<file path="src/rtl/if_id_skid_reg.sv">
// IF/ID pipeline register with a 2-entry skid buffer, registered in_ready, flush-to-bubble and NOP on bubbles.
// Optional: define IF_ID_BUBBLE_CNT_EN to add a saturating bubble_count output.
module if_id_skid_reg #(
  parameter int unsigned              PC_W     = 64,
  parameter int unsigned              INST_W   = 32,
  parameter logic [INST_W-1:0]        NOP_INST = INST_W'(32'h00000013)
) (
  input  logic              clk,
  input  logic              reset,
  input  logic              in_valid,
  output logic              in_ready,
  input  logic [PC_W-1:0]   in_pc,
  input  logic [INST_W-1:0] in_inst,
  input  logic              stall,
  input  logic              flush,
  output logic              out_valid,
  output logic [PC_W-1:0]   out_pc,
  output logic [INST_W-1:0] out_inst,
  output logic [1:0]        occupancy
`ifdef IF_ID_BUBBLE_CNT_EN
  ,
  output logic [31:0]       bubble_count
`endif
);

  // Buffer state is the pair {main valid, skid valid}; 2'b01 is unreachable.
  typedef enum logic [1:0] {
    EMPTY = 2'b00,
    ONE   = 2'b10,
    TWO   = 2'b11
  } state_e;

  logic              main_vld_q, main_vld_d;
  logic [PC_W-1:0]   main_pc_q, main_pc_d;
  logic [INST_W-1:0] main_inst_q, main_inst_d;
  logic              skid_vld_q, skid_vld_d;
  logic [PC_W-1:0]   skid_pc_q, skid_pc_d;
  logic [INST_W-1:0] skid_inst_q, skid_inst_d;
  logic              in_ready_q, in_ready_d;
  logic              accept, consume;
  state_e            state;

  assign state   = state_e'({main_vld_q, skid_vld_q});
  assign accept  = in_valid & in_ready_q;
  assign consume = main_vld_q & ~stall;

  // NOTE: every variable gets a default at the top of always_comb so no path leaves it unassigned (no latch).
  always_comb begin
    main_vld_d  = main_vld_q;
    main_pc_d   = main_pc_q;
    main_inst_d = main_inst_q;
    skid_vld_d  = skid_vld_q;
    skid_pc_d   = skid_pc_q;
    skid_inst_d = skid_inst_q;

    if (flush) begin
      main_vld_d = 1'b0;
      skid_vld_d = 1'b0;
    end else begin
      unique case (state)
        EMPTY: begin
          if (accept) begin
            main_vld_d  = 1'b1;
            main_pc_d   = in_pc;
            main_inst_d = in_inst;
          end
        end
        ONE: begin
          if (accept && consume) begin
            main_pc_d   = in_pc;
            main_inst_d = in_inst;
          end else if (accept) begin
            skid_vld_d  = 1'b1;
            skid_pc_d   = in_pc;
            skid_inst_d = in_inst;
          end else if (consume) begin
            main_vld_d = 1'b0;
          end
        end
        TWO: begin
          // The skid entry always drains into main; it is never bypassed.
          if (consume) begin
            main_pc_d   = skid_pc_q;
            main_inst_d = skid_inst_q;
            skid_vld_d  = 1'b0;
          end
        end
        default: begin
          main_vld_d = 1'b0;
          skid_vld_d = 1'b0;
        end
      endcase
    end

    in_ready_d = ~(main_vld_d & skid_vld_d);
  end

  // NOTE: sequential state is written with non-blocking assignments only, so all registers update together.
  always_ff @(posedge clk) begin
    if (reset) begin
      main_vld_q  <= 1'b0;
      main_pc_q   <= '0;
      main_inst_q <= NOP_INST;
      skid_vld_q  <= 1'b0;
      in_ready_q  <= 1'b1;
    end else begin
      main_vld_q  <= main_vld_d;
      main_pc_q   <= main_pc_d;
      main_inst_q <= main_inst_d;
      skid_vld_q  <= skid_vld_d;
      in_ready_q  <= in_ready_d;
    end
  end

  // NOTE: skid payload needs no reset; it is only ever read while skid_vld_q is set.
  always_ff @(posedge clk) begin
    skid_pc_q   <= skid_pc_d;
    skid_inst_q <= skid_inst_d;
  end

  assign in_ready  = in_ready_q;
  assign out_valid = main_vld_q;
  assign out_pc    = main_pc_q;
  assign out_inst  = main_vld_q ? main_inst_q : NOP_INST;
  assign occupancy = {1'b0, main_vld_q} + {1'b0, skid_vld_q};

`ifdef IF_ID_BUBBLE_CNT_EN
  logic [31:0] bubble_cnt_q;

  always_ff @(posedge clk) begin
    if (reset) begin
      bubble_cnt_q <= '0;
    end else if (!main_vld_q && (bubble_cnt_q != 32'hFFFF_FFFF)) begin
      bubble_cnt_q <= bubble_cnt_q + 32'd1;
    end
  end

  assign bubble_count = bubble_cnt_q;
`endif

endmodule

</file>
<file path="config.mk">
export PLATFORM = sky130hd
export DESIGN_NAME = if_id_skid_reg
export DESIGN_NICKNAME = d
export VERILOG_FILES = /design/src/rtl/if_id_skid_reg.sv
export SDC_FILE = /design/constraint.sdc
export NUM_CORES = 1
export LEC_CHECK = 0
export ABC_CLOCK_PERIOD_IN_PS = 9300
export BUFFER_PORTS_ARGS = -buffer_cell sky130_fd_sc_hd__buf_2
export CORE_MARGIN = 8
export CORE_UTILIZATION = 45
export CTS_CLUSTER_DIAMETER = 80
export CTS_CLUSTER_SIZE = 24
export DETAILED_ROUTE_END_ITERATION = 8
export PLACE_DENSITY = 0.68
export SKIP_CTS_REPAIR_TIMING = 1
export SYNTH_ARGS = -nofsm -noshare
export SYNTH_HDL_FRONTEND = slang
export SYNTH_SLANG_ARGS = --single-unit
</file>
<file path="constraint.sdc">
create_clock -name clk -period 9.3 [get_ports clk]
set_input_delay 0.465 -clock clk [delete_from_list [all_inputs] [get_ports clk]]
set_output_delay 0.465 -clock clk [all_outputs]
set_load 0.02 [all_outputs]
</file>
==> impl_results.md, run 1 <==
- Clock slew at reported path FFs: about 0.070 ns
- HPWL Detailed: 13.0 mm
- Gpl congestion: 0.779
- CP endpoint kind: flip-flop
- Yosys top cell by area: edfxtp_1
- Gr ovfl total: 0
- CTS tree: built
- Total wire length: slightly below 20 mm
- Post-Synth XOR/XNOR Area: 0%
- Hold WC Path Type: input pin to flip-flop
- Final WS setup: a little under 6 ns
- Rows: 48
- Synth Area in Compound Gates: 18.7%
- Vias: 5,480
- CTS H-tree lvls: 4
- Drt initial violations: 200
- Crit-path max cell delay: 0.93 ns
- Final Cycle Share: 36.5%
- Starting density of the core: 46.0%
- Most used cell, CP: buf_4
- Most frequent cells in the layout: buf_2 (199), dfxtp_1 (99), mux2i_1 (96), edfxtp_1 (96), a21oi_1 (94)
- Simple-Gate Fraction of Synth Area: 3.63%
- Final core utilization: 55.4%
- Total track usage: 17.6%
- Number of global-route vias before repair: 5,846
- Place WS: 5.79 ns
- RSZ-0062 raised after global routing: false
- Cells along the critical path: buf_4 -> ha_1 -> nand4_1 -> nor2_4 -> buf_4
- Synthesized instance count: 599
- Worst slew pin tran: approximately 1.2 ns
- Die footprint: 22,300 sq um
- Die Wd: 149 um
- Final Hold Viols: 0
- Status: finished clean
- Global-route wire length before repair: about 31 mm
- Core area: 17,400 sq um
- Vias per std cell: around 5.4
- Max-slew violations: 0
- Number of I/O port buffers: 200
- Post-place instance area: approximately 9000 sq um
- Critical path type: flip-flop to flip-flop
- CTS Buffer Depth: 2
- Crit path time final: roughly 3.4 ns
- Fin area: 9610 sq um
- Setup TNS Final: 0 ns
- Final setup fails: 0
- R2R Setup Slk: 5.90 ns
- Sequential element share of the synthesized area: between 60% and 70%
- CP bufs+invs: 2
- Avg WL per Cell: 19.7 um
- Clock Skew: 0.0102 ns
- Fmax: approximately 300 MHz
- CTS root buffer: clkbuf_16
- Mux contribution to synthesized area: between 10% and 20%
- CP startpoint kind: flip-flop
- Commonest non-fill, non-tap cell in the layout: buf_2
- Skew-Pair Late Insertion Delay: 0.42 ns
- Combinational family with the most area after synthesis: compound AO/OA/AOI/OAI gates
- Final layout net count: slightly below 900
- Required @ worst endpoint: 9.35 ns
- Detail Route Antenna Nets: 0
- Power per cell area: 195 nW/um^2
- Largest net degree at the start of global routing: 94
- CP top delay family: buffers and inverters
- Synthesized area: 7990 sq um
- Leakage power total: 3.48 nW
- Syn Nets: roughly 700
- Worst Path Max Fanout: 56
- Antenna violations before repair: 4
- CTS buffer count: 17
- # DRC: 0
- Crit path DAT: 3.44 ns
- Slowest CP cell: nor2_4
- Count of cell types in the netlist: 24
- Max VDD drop: 0.000127 V
- First-pass DRT Iterations: 4
- Maxcap violations: 0
- Ratio of cells with drive above 1 in the final layout: between 30% and 40%
- Mean area per synthesized cell: 13.3 sq um
- IO Count: 201
- DIE HEIGHT: 149 um
- Synth Area in Adders: 0.783%
- Share of the synthesized area in the top cell type: between 30% and 40%
- Warnings, synthesis: 0
- Yosys reg bits: 195
- Synth top area cells: edfxtp_1 (36%), dfxtp_1 (25%), mux2i_1 (12%)
- Clock sinks: slightly below 200
- Layout area overhead: 20.3%
- Slew Limit Headroom: 21.2%
[path summary, 6_finish.rpt]
| check | startpoint | to | cells past startpoint |
|---|---|---|---|
| max reg2reg | out_valid$_SDFF_PP0_ | skid_pc_q[47]$_DFFE_PP_ | 5 |
| max | out_valid$_SDFF_PP0_ | skid_pc_q[47]$_DFFE_PP_ | 5 |
| min reg2reg | main_inst_q[4]$_SDFFE_PP1P_ | main_inst_q[4]$_SDFFE_PP1P_ | 2 |
| min | in_pc[6] | skid_pc_q[6]$_DFFE_PP_ | 1 |
[layout make-up]
| type | instances | area, sq um |
|---|---|---|
| fill | 1467 | 7750 |
| timing repair buffer | 207 | 1060 |
| antenna | 3 | 7.51 |
| multi-input combinational | 346 | 2850 |
| tap | 225 | 282 |
| clock inverter | 13 | 111 |
| inverter | 2 | 7.51 |
| sequential | 195 | 4860 |
| clock buffer | 19 | 433 |
[cells by family after synthesis]
| kind of cell | count (synthesis) |
|---|---|
| AND/OR/NAND/NOR | 49 |
| AO/OA/AOI/OAI | 196 |
| flip-flops | 195 |
| buffers and inverters | 58 |
| adder cells (fa/ha/maj) | 5 |
| multiplexers | 96 |
[per-stage QoR]
step	hold WS, ns	power (W)	std cells
after floorplan	0.472	0.00114	599
after global placement	0.485	0.00121	975
after detailed placement	0.507	0.00122	975
after CTS	0.209	0.00189	1007
after global routing	0.206	0.00195	1010
final	0.228	0.00188	1010
[per-layer routing]
layer	vias up	GRT usage (%)	wire length, um
li1	2606	-	-
met1	2670	21.5	8370
met2	170	29.3	10000
met3	32	4.10	1110
met4	2	7.62	366
met5	-	0	8
[cell usage after synthesis (all sizes together)]
cell type and count:
a211oi 98, a21boi 1, a21o 2, a21oi 94
a221oi 1, and2 30, buf 24, clkbuf 32
dfxtp 99, edfxtp 96, ha 5, inv 2
mux2i 96, nand2 1, nand2b 5, nand3 1
nand4 1, nand4b 1, nor2 6, nor2b 3
or3 1
[state kept, by name, summed over array words and instances, names as in the netlist]
name / cells
out_pc: 64
skid_pc_q: 64
main_inst_q: 32
skid_inst_q: 32
in_ready: 1
out_valid: 1
skid_vld_q: 1
[where the power goes]
group,internal (W),total (W),switching [W]
combinational,0.0000835,0.000231,0.000148
sequential,0.000943,0.000963,0.0000207
clock,0.000369,0.000681,0.000312
(Power assumes the default switching activity.)
==> run 2, diff against run 1 <==
- ABC_CLOCK_PERIOD_IN_PS: 9300 -> 3300
- clock period: 9.3 -> 3.3 ns (I/O delays scaled with it)
==> run 2 against run 1 <==
Effect of this change: maximum frequency grew 25%; via count grew 8.3%; die area is the same; sequential share of layout area shrank 4.9 points; critical path type unchanged; largest cell class unchanged.
==> impl_results.md, run 2 (synthesis gave the netlist of run 1 again) <==
- Antenna violations before repair: 2
- Leakage power total: slightly below 4 nW
- Starting density of the core: between 40% and 50%
- Setup TNS Final: 0 ns
- Drt initial violations: 216
- Slew Limit Headroom: 28.5%
- Ratio of cells with drive above 1 in the final layout: 33.1%
- IO Count: 201
- RSZ-0062 raised after global routing: false
- Cells along the critical path: buf_4 -> nand2b_1 -> a221oi_4 -> buf_4 -> a21oi_1 -> a211oi_2
- # DRC: 0
- Skew-Pair Late Insertion Delay: 0.43 ns
- Layout area overhead: 33.1%
- Final Hold Viols: 0
- Critical path type: flip-flop to flip-flop
- Rows: 48
- Worst slew pin tran: roughly 1.1 ns
- Crit path DAT: 3.06 ns
- Detail Route Antenna Nets: 0
- Global-route wire length before repair: around 32 mm
- Max-slew violations: 0
- Maxcap violations: 0
- CP endpoint kind: flip-flop
- Final Cycle Share: 82.2%
- Final layout net count: slightly below 1,000
- Largest net degree at the start of global routing: 102
- Final setup fails: 0
- Fmax: between 300 and 400 MHz
- Number of I/O port buffers: 200
- Status: finished clean
- CTS buffer count: 17
- Die footprint: 22,300 sq um
- Most used cell, CP: buf_4
- Clock Skew: 0.00736 ns
- Avg WL per Cell: between 15 and 20 um
- Commonest non-fill, non-tap cell in the layout: buf_2
- First-pass DRT Iterations: 4
- CTS H-tree lvls: 4
- Number of global-route vias before repair: 6,035
- DIE HEIGHT: 149 um
- CTS root buffer: clkbuf_16
- CTS tree: built
- Total Power: roughly 0.0054 W
- Total track usage: 18.0%
- Clock slew at reported path FFs: 0.07 ns
- Final core utilization: roughly 61%
- Crit-path max cell delay: 0.81 ns
- Worst Path Max Fanout: 93
- Total wire length: 21.1 mm
- Reg2reg start: out_valid$_SDFF_PP0_
- Worst Setup SP: out_valid$_SDFF_PP0_
- Hold_sp: flush
- Power per cell area: 512 nW/um^2
- CTS Buffer Depth: 2
- Clock sinks: 195
- Crit path time final: 2.71 ns
- CP startpoint kind: flip-flop
- HPWL Detailed: 12.9 mm
- Most frequent cells in the layout: buf_2 (199), dfxtp_1 (99), mux2i_1 (96), dlygate4sd3_1 (96), edfxtp_1 (96)
- Slowest CP cell: buf_4
- Required @ worst endpoint: 3.65 ns
- Vias per std cell: 5.35
- Max VDD drop: 0.000384 V
- Die Wd: roughly 150 um
- Vias: 5,933
- Gr ovfl total: 0
- Core area: roughly 17,000 sq um
- Gpl congestion: 0.796
- Hold WC Path Type: input pin to flip-flop
[run 2: cell count changes in the layout (fill, tap and decap cells not counted), sizes merged]
cell,before,now
inv,4,5
clkbuf,19,22
dlygate4sd3,0,96
buf,207,210
clkinv,7,3
[run 2: final timing paths]
path / to / slack, ns / depth (start not counted)
min: out_valid$_SDFF_PP0_ / 0.11 / 3
min reg2reg: main_inst_q[4]$_SDFFE_PP1P_ / 0.51 / 2
max: out_pc[6]$_SDFFE_PP0P_ / 0.59 / 6
max reg2reg: out_pc[6]$_SDFFE_PP0P_ / 0.59 / 6
[run 2: final cells by class]
type	instances	area [sq um]
Clock buffer	22	454
Fill cell	1353	6730
Sequential cell	195	4860
Clock inverter	10	100
Timing Repair Buffer	306	2060
Inverter	2	7.51
Multi-Input combinational cell	346	2850
Tap cell	225	282
Antenna cell	3	7.51
[run 2: worst max-delay path, delay by kind of cell, from the launching register on]
kind | cells | cell delay [ns]
buffers and inverters | 2 | 1.15
AOI/OAI and AO/OA | 3 | 0.85
DFF | 1 | 0.33
and+or+nand+nor | 1 | 0.21
[run 2: power breakdown]
part	internal [W]	leakage [nW]	switching, W	total (W)
clock	0.00107	0.259	0.000906	0.00197
combinational	0.000315	1.95	0.000439	0.000753
sequential	0.00266	1.68	0.0000579	0.00271
total	0.00404	3.90	0.00140	0.00544
[run 2: metal layers]
layer	vias up	share of wire (%)	track usage [%]
li1	2811	-	-
met1	2907	41	20.7
met2	176	51	30.6
met3	39	5.3	5.70
met4	0	2.4	7.17
met5	-	0	0
[run 2: stage by stage]
| step | hold slack, ns | cells | worst slack, ns | cell area (sq um) |
|---|---|---|---|---|
| after floorplan | 0.264 | 599 | 0.366 | 7990 |
| after global placement | 0.357 | 978 | 0.776 | 9110 |
| after detailed placement | 0.359 | 978 | 0.676 | 9110 |
| after CTS | -0.103 | 1010 | 0.661 | 9660 |
| after global routing | 0.121 | 1108 | 0.429 | 10600 |
| final | 0.115 | 1109 | 0.589 | 10600 |
